## src/rtl/mult_share_pkg.sv

```systemverilog
// ============================================================================
// mult_share_pkg : shared types and helpers for the shared-multiplier scheduler
// Revision: 1.0
// ============================================================================
`default_nettype none

package mult_share_pkg;

  localparam int OPW = 3;
  localparam int PW  = 6;

  typedef logic [OPW-1:0] op_t;
  typedef logic [PW-1:0]  prod_t;

  // LSB position of requester idx inside a flattened operand bus.
  function automatic int op_lsb(input int idx);
    return idx * OPW;
  endfunction

endpackage

`default_nettype wire

```

## src/rtl/mult_share_sched_rr_arbiter.sv

```systemverilog
// ============================================================================
// rr_arbiter : round-robin arbiter, searches upward from ptr with wrap-around
// Revision: 1.0
// ============================================================================
`default_nettype none

module rr_arbiter #(
  parameter int NUM_REQ = 4,
  parameter int IDW     = $clog2(NUM_REQ)
) (
  input  logic [NUM_REQ-1:0] req,
  input  logic [IDW-1:0]     ptr,
  input  logic               en,
  output logic [NUM_REQ-1:0] gnt,
  output logic [IDW-1:0]     gnt_idx,
  output logic               gnt_vld
);

  // Outer loop walks priority order (ptr, ptr+1, ...); inner loop keeps indices constant.
  always_comb begin
    gnt     = '0;
    gnt_idx = '0;
    gnt_vld = 1'b0;
    for (int k = 0; k < NUM_REQ; k++) begin
      for (int i = 0; i < NUM_REQ; i++) begin
        if (en && !gnt_vld && req[i] && (((int'(ptr) + k) % NUM_REQ) == i)) begin
          gnt[i]  = 1'b1;
          gnt_idx = IDW'(i);
          gnt_vld = 1'b1;
        end
      end
    end
  end

endmodule

`default_nettype wire

```

## src/rtl/mult_share_sched.sv

```systemverilog
// ============================================================================
// mult_share_sched : round-robin scheduler sharing one 3x3 multiplier, 2-stage pipe
// Revision: 1.0
// ============================================================================
`default_nettype none

module mult_share_sched
  import mult_share_pkg::*;
#(
  parameter int NUM_REQ = 4,
  parameter int IDW     = $clog2(NUM_REQ)
) (
  input  logic                   clk,
  input  logic                   rst_n,
  input  logic [NUM_REQ-1:0]     req_valid,
  output logic [NUM_REQ-1:0]     req_ready,
  input  logic [OPW*NUM_REQ-1:0] req_a,
  input  logic [OPW*NUM_REQ-1:0] req_b,
  output logic [OPW-1:0]         mul_a,
  output logic [OPW-1:0]         mul_b,
  input  logic [PW-1:0]          mul_p,
  output logic                   rsp_valid,
  input  logic                   rsp_ready,
  output logic [IDW-1:0]         rsp_id,
  output logic [PW-1:0]          rsp_p
);

  logic           s1_valid_q, s1_valid_d;
  logic [IDW-1:0] s1_id_q, s1_id_d;
  op_t            mul_a_q, mul_a_d;
  op_t            mul_b_q, mul_b_d;
  logic           rsp_valid_q, rsp_valid_d;
  logic [IDW-1:0] rsp_id_q, rsp_id_d;
  prod_t          rsp_p_q, rsp_p_d;
  logic [IDW-1:0] rr_ptr_q, rr_ptr_d;

  logic               s2_free, s1_free;
  logic [NUM_REQ-1:0] gnt;
  logic [IDW-1:0]     gnt_idx;
  logic               gnt_vld;
  op_t                a_sel, b_sel;

  assign s2_free = !rsp_valid_q || rsp_ready;
  assign s1_free = !s1_valid_q || s2_free;

  // rst_n gates the enable so req_ready is also forced low while reset is held.
  rr_arbiter #(
    .NUM_REQ (NUM_REQ),
    .IDW     (IDW)
  ) u_arb (
    .req     (req_valid),
    .ptr     (rr_ptr_q),
    .en      (s1_free && rst_n),
    .gnt     (gnt),
    .gnt_idx (gnt_idx),
    .gnt_vld (gnt_vld)
  );

  always_comb begin
    a_sel = '0;
    b_sel = '0;
    for (int i = 0; i < NUM_REQ; i++) begin
      if (gnt[i]) begin
        a_sel = req_a[op_lsb(i) +: OPW];
        b_sel = req_b[op_lsb(i) +: OPW];
      end
    end
  end

  always_comb begin
    s1_valid_d  = s1_valid_q;
    s1_id_d     = s1_id_q;
    mul_a_d     = mul_a_q;
    mul_b_d     = mul_b_q;
    rsp_valid_d = rsp_valid_q;
    rsp_id_d    = rsp_id_q;
    rsp_p_d     = rsp_p_q;
    rr_ptr_d    = rr_ptr_q;

    if (s1_valid_q && s2_free) begin
      rsp_valid_d = 1'b1;
      rsp_id_d    = s1_id_q;
      rsp_p_d     = mul_p;
    end else if (rsp_ready) begin
      rsp_valid_d = 1'b0;
    end

    // Operand regs keep their last values when S1 empties without a new grant.
    if (gnt_vld) begin
      s1_valid_d = 1'b1;
      s1_id_d    = gnt_idx;
      mul_a_d    = a_sel;
      mul_b_d    = b_sel;
      rr_ptr_d   = IDW'((int'(gnt_idx) + 1) % NUM_REQ);
    end else if (s1_free) begin
      s1_valid_d = 1'b0;
    end
  end

  always_ff @(posedge clk or negedge rst_n) begin
    if (!rst_n) begin
      s1_valid_q  <= 1'b0;
      s1_id_q     <= '0;
      mul_a_q     <= '0;
      mul_b_q     <= '0;
      rsp_valid_q <= 1'b0;
      rsp_id_q    <= '0;
      rsp_p_q     <= '0;
      rr_ptr_q    <= '0;
    end else begin
      s1_valid_q  <= s1_valid_d;
      s1_id_q     <= s1_id_d;
      mul_a_q     <= mul_a_d;
      mul_b_q     <= mul_b_d;
      rsp_valid_q <= rsp_valid_d;
      rsp_id_q    <= rsp_id_d;
      rsp_p_q     <= rsp_p_d;
      rr_ptr_q    <= rr_ptr_d;
    end
  end

  assign req_ready = gnt;
  assign mul_a     = mul_a_q;
  assign mul_b     = mul_b_q;
  assign rsp_valid = rsp_valid_q;
  assign rsp_id    = rsp_id_q;
  assign rsp_p     = rsp_p_q;

endmodule

`default_nettype wire

```

## config.mk

```make
export PLATFORM = sky130hd
export DESIGN_NAME = mult_share_sched
export DESIGN_NICKNAME = d
export VERILOG_FILES = /design/src/rtl/mult_share_pkg.sv /design/src/rtl/mult_share_sched_rr_arbiter.sv /design/src/rtl/mult_share_sched.sv
export SDC_FILE = /design/constraint.sdc
export NUM_CORES = 1
export LEC_CHECK = 0
export ABC_AREA = 1
export ABC_CLOCK_PERIOD_IN_PS = 4760
export BUFFER_PORTS_ARGS = -buffer_cell sky130_fd_sc_hd__buf_2
export CAP_MARGIN = 30
export CORE_MARGIN = 2
export CORE_UTILIZATION = 53
export CTS_BUF_LIST = sky130_fd_sc_hd__clkbuf_8
export DETAILED_ROUTE_END_ITERATION = 10
export HOLD_SLACK_MARGIN = 0.12
export PLACE_DENSITY = 0.87
export SKIP_LAST_GASP = 1
export SLEW_MARGIN = 20
export SYNTH_ARGS = -nofsm -noshare
export SYNTH_HDL_FRONTEND = slang
export SYNTH_SLANG_ARGS = --single-unit
```

## constraint.sdc

```tcl
create_clock -name clk -period 4.76 [get_ports clk]
set_input_delay 0.476 -clock clk [delete_from_list [all_inputs] [get_ports clk]]
set_output_delay 0.476 -clock clk [all_outputs]
set_load 0.01 [all_outputs]
```

**Word level (Yosys, flattened, before mapping)**

Index checks and enable logic that the tools add are counted.

- Bitwise gates (word level): 3
- Eq/ne operators: 12
- Reduce and logical (&&, ||, !) cells: 77
- Divide/modulo/power cells: 0
- Magnitude comparators: 0
- Add/sub/neg operators: 4
- Shift-type cells: 0
- Multipliers: 0
- Mux-type cells: 58

Operators with widths:

| kind | number |
|---|---|
| 32-bit logical NOT | 4 |
| 1-bit logical AND | 49 |
| 1-bit two-way mux | 36 |
| 2-bit two-way mux | 14 |
| 3-bit two-way mux | 8 |
| 3-bit == test (second input constant) | 6 |
| 1-bit logical NOT | 17 |
| 3-bit by 2-bit == test with 1-bit output (second input constant) | 3 |
| 2-bit OR reduction | 3 |
| 2-bit by 1-bit adder with 2-bit output (second input constant) | 2 |
| 2-bit adder (second input constant) | 2 |
| 2-bit == test (second input constant) | 2 |
| 2-bit nonzero test | 2 |
| 1-bit bitwise AND (first input constant) | 3 |
| 2-bit by 1-bit == test with 1-bit output (second input constant) | 1 |
| 1-bit logical OR | 2 |

- Bits of input ports: 37
- Memory bits (writable): 0
- Output and inout bits: 19
- Memories kept: 0
- Bits in registers: 20
- Bits in latches: 0
- Bits in read-only memories: 0

**Depth between registers and ports, before layout**

- Depth in word-level cells: 83
- Mapped depth: 17
- Mapped depth without buffers: 17

**Hierarchy**

A second synthesis with hierarchy kept.

- Cell total of the unflattened synthesis: 214
- Area, all modules: 1387.6 um2

Modules (own cells, without submodules):

| module | cells each | seq. area each (um2) | times used | area each (um2) |
|---|---|---|---|---|
| mult_share_sched | 134 | 500.5 | 1 | 1014.7 |
| rr_arbiter | 80 | 0.0 | 1 | 372.9 |

**Worst setup path before layout**

Ideal clock, no wire load.

- Path kind: input-to-output
- Start: in rsp_ready
- End: out req_ready[3]
- Arrival: 1.850 ns
- Stages: 13
- Data required time: 4.284 ns
- Path slack: 2.434 ns
- Path buffers: 0
- Cell sequence: inv_1 nand3_2 nand2_2 inv_2 nand2_1 nor2_1 inv_1 nand4_2 nor2_4 nand4_4 nor3_4 nand4_1 nand2_2

- Word-level cells in the longest chain between the ends: 81
- Elaborated cells between the ends (all ways): 84

RTL lines:

| item | line | text |
|---|---|---|
| start: declaration | mult_share_sched.sv:23 | `input logic rsp_ready,` |
| 1-bit logical OR (*) | mult_share_sched.sv:43 | `assign s2_free = !rsp_valid_q \|\| rsp_ready;` |
| 1-bit logical OR (*) | mult_share_sched.sv:44 | `assign s1_free = !s1_valid_q \|\| s2_free;` |
| 1-bit logical AND (*) | mult_share_sched.sv:53 | `.en (s1_free && rst_n),` |
| 1-bit logical AND (2 in series) | mult_share_sched_rr_arbiter.sv:26 | `if (en && !gnt_vld && req[i] && (((int'(ptr) + k) % NUM_REQ) == i)) begin` |
| 1-bit two-way mux | mult_share_sched_rr_arbiter.sv:26 |  |
| 1-bit logical NOT | mult_share_sched_rr_arbiter.sv:26 |  |
| 1-bit logical AND (3 in series) | mult_share_sched_rr_arbiter.sv:26 |  |
| 1-bit two-way mux | mult_share_sched_rr_arbiter.sv:26 |  |
| [56 not listed] | n/a |  |
| 1-bit logical AND (3 in series) | mult_share_sched_rr_arbiter.sv:26 |  |
| 1-bit two-way mux | mult_share_sched_rr_arbiter.sv:26 |  |
| 1-bit logical NOT | mult_share_sched_rr_arbiter.sv:26 |  |
| 1-bit logical AND (3 in series) | mult_share_sched_rr_arbiter.sv:26 |  |
| 1-bit two-way mux | mult_share_sched_rr_arbiter.sv:26 |  |
| 1-bit logical NOT | mult_share_sched_rr_arbiter.sv:26 |  |
| 1-bit logical AND (3 in series) | mult_share_sched_rr_arbiter.sv:26 |  |
| 1-bit two-way mux (*) | mult_share_sched_rr_arbiter.sv:26 |  |
| end: declaration | mult_share_sched.sv:16 | `output logic [NUM_REQ-1:0] req_ready,` |

Every way passes the cells marked *; elsewhere a longest branch is shown, timed or not.

**Final worst setup path**

- Start: in rst_n
- End: out req_ready[3]

- Word-level cells in the longest chain between the ends: 79
- Elaborated cells between the ends (all ways): 82

RTL lines:

| item | line | text |
|---|---|---|
| start: declaration | mult_share_sched.sv:14 | `input logic rst_n,` |
| 1-bit logical AND (*) | mult_share_sched.sv:53 |  |
| 1-bit logical AND (2 in series) | mult_share_sched_rr_arbiter.sv:26 |  |
| 1-bit two-way mux | mult_share_sched_rr_arbiter.sv:26 |  |
| 1-bit logical NOT | mult_share_sched_rr_arbiter.sv:26 |  |
| 1-bit logical AND (3 in series) | mult_share_sched_rr_arbiter.sv:26 |  |
| 1-bit two-way mux | mult_share_sched_rr_arbiter.sv:26 |  |
| 1-bit logical NOT | mult_share_sched_rr_arbiter.sv:26 |  |
| 1-bit logical AND (3 in series) | mult_share_sched_rr_arbiter.sv:26 |  |
| [52 not listed] | n/a |  |
| 1-bit logical AND (3 in series) | mult_share_sched_rr_arbiter.sv:26 |  |
| 1-bit two-way mux | mult_share_sched_rr_arbiter.sv:26 |  |
| 1-bit logical NOT | mult_share_sched_rr_arbiter.sv:26 |  |
| 1-bit logical AND (3 in series) | mult_share_sched_rr_arbiter.sv:26 |  |
| 1-bit two-way mux | mult_share_sched_rr_arbiter.sv:26 |  |
| 1-bit logical NOT | mult_share_sched_rr_arbiter.sv:26 |  |
| 1-bit logical AND (3 in series) | mult_share_sched_rr_arbiter.sv:26 |  |
| 1-bit two-way mux (*) | mult_share_sched_rr_arbiter.sv:26 |  |

Marks and branches as above.

==> reports/metrics.yaml <==
vias: 1378
syn_avg_cell_area_um2: 7.07
wirelength_um: 3190
via_per_inst: 4.92
synthMuxAreaShare_pct: 5.81
reg2reg_to: "mul_b[1]"
path_clk_slew_ps: 70
die_x_um: 54.6
yosys.area_share.simple_pct: 43.5
dieArea_um2: 2980
relSlewSlack_pct: 65.7
dieHeight_um: 54.6
antenna_cells: 0
rsz0062_at_grt: "no"
coreArea_um2: 2450
fin_crit_sh_pct: 59.6
fillers: 209
critPathMaxFanout: 25
synth_top_family_by_area: "simple AND/OR/NAND/NOR gates"
final_nets: 289
dp_cells: 277
cts_tree: "built"
post_cts_resized: 0
grt_pass1_vias: 1284
netlist_area_um2: 1360
globalRouteOverflowTotal: 0
seq_area_um2: 500
max_freq_ghz: 0.352
area_growth_pct: 26.1
hold_class: "input pin to async pin"
setup_viol: 0
cts_buffer_depth: 2
slew_violations: 0
fin_ws_ps: 1920
synthesis.nets: 229
reg2reg_slack_ps: 2560
swShare_pct: 46.2
pre_cts_ws_ps: 1920
ant_nets: 0
fin_cells: 280
initial_core_util_pct: 55.3
period_minus_slack_ps: 2840
power.internal_mw: 0.557
clk_latency_ps: 260
synth-compound-area-share_pct: 4.42
drc_errors: 0
syn_inst: 192
synth_fa_ha_area_share_pct: 0
post_cts_buffers: 0
cts_buffers: 3
critPathLaunchType: "input pin"
vdd_ir_drop_max_mv: 0.489
seq_area_frac_synth_pct: 36.9
powerDensity_nw_per_um2: 605
p_seq_share_pct: 30.0
critical_path_required_ps: 4280
reg2reg_depth: 16
path_class: "input pin to primary output"
root_buffer: "clkbuf_8"
timing.setup.tns_ps: 0
hold_viol_final: 0
numPortBuffers: 55
cp-end-kind: "primary output"
power_switching_mw: 0.478
firstDrtPassIters: 4
grt_pass1_wl_um: 5340
clkPwrFrac_pct: 10.4
drt_first_iter_violations: 41
outcome: "finished clean"
fp-row-count: 18
yosysWarnings: 0
arrival_ps: 2360
grt_max_degree: 26
gp_congestion: 0.870
power_frac_comb_pct: 59.6
antenna_found_initial: 0
multi_input_comb_area_um2: 729
ctsHtreeMaxLevel: 1
drive_gt1_share_pct: 32.0
avgRoutedWirePerCell_um: 11.4
tightestPinTransition_ps: 515
ys_types: 22
clkSinkCount: 20
synth-xor-area-share_pct: 0
maxCapViolCount: 0
p_leak_nw: 1.00
fin_skew_ps: 3.55
track_usage_pct: 25.4
worstReg2RegStart: "rr_ptr_q[1]"
holdBufCountCts: 0
synth-seq-cells: 20
place_hpwl_um: 2610
io_pins: 56
per-stage QoR:
stage	util, %	instance area, um2	hold WS, ps	power [mW]
floorplan	-	1360	180	0.745
global placement	68.0	1670	465	0.914
detailed placement	68.0	1670	469	0.935
CTS	69.7	1710	189	1.04
global route	69.7	1710	218	1.14
finish	69.7	1710	185	1.04
power by group through the flow:
| stage | Combinational [mW] | Clock (mW) | Sequential [mW] |
|---|---|---|---|
| detailed placement | 0.624 | 0 | 0.311 |
| global placement | 0.605 | 0 | 0.309 |
| floorplan | 0.408 | 0 | 0.338 |
| finish | 0.617 | 0.107 | 0.311 |
| global route | 0.701 | 0.114 | 0.321 |
| CTS | 0.623 | 0.110 | 0.310 |
layout make-up:
class / count / area share (%)
multi-input cells: 138 / 42.6
flip-flops and latches: 20 / 29.2
repair buffers: 55 / 16.1
inverters: 34 / 7.46
clock buffers: 3 / 2.41
well taps: 30 / 2.19
cell usage after synthesis (all sizes together):
master  instances  share of area (%)
nor3            5                2.7
o21ai           4                1.5
a21oi           8                2.9
dfrtp          20                 37
nand4           8                5.7
nand3          15                6.3
nor2           28                 10
nor4            2               0.92
inv            34                9.4
mux2            7                5.8
nand3b          1               0.55
nand2          60                 17
worst max-delay path by stage:
stage                          from      endpoint
final                         rst_n  req_ready[3]
after global routing          rst_n  req_ready[3]
after CTS                     rst_n  req_ready[3]
after detailed placement      rst_n  req_ready[3]
after global placement        rst_n  req_ready[3]
after floorplan           rsp_ready  req_ready[3]
worst max-delay path, cell delays in order:
cell	delay, ps
buf_2	420
nand2_2	160
nor3_1	250
nand2_1	130
nand4_2	160
nor2_4	50
nand4_4	90
nor2_1	90
nor3_1	210
nand2_2	150
buf_2	170
metal layers:
metal / up-vias / track usage, % / wire length [um]
met4: 0 / 8.33 / 51
met3: 7 / 6.28 / 174
met1: 598 / 30.9 / 1380
li1: 725 / - / -
met5: - / 0 / 0
met2: 48 / 43.7 / 1580
kinds of logic after synthesis:
family	count (synthesis)
buffers and inverters	34
AO/OA/AOI/OAI	12
AND/OR/NAND/NOR	119
multiplexers	7
flip-flops	20
state kept, by name, indices dropped and copies added (netlist names):
name	count
rsp_id	2
mul_b	3
rsp_p	6
rsp_valid	1
s1_valid_q	1
rr_ptr_q	2
s1_id_q	2
mul_a	3
layout by cell type, fill, tap and decap left out, drive strengths merged, types with 5 or more instances in the layout:
| cell type | instances |
|---|---|
| nand2 | 60 |
| buf | 55 |
| inv | 34 |
| nor2 | 28 |
| dfrtp | 20 |
| nand3 | 15 |
| a21oi | 8 |
| nand4 | 8 |
| mux2 | 7 |
| nor3 | 5 |
No activity file was read; power rests on OpenSTA's default activity.
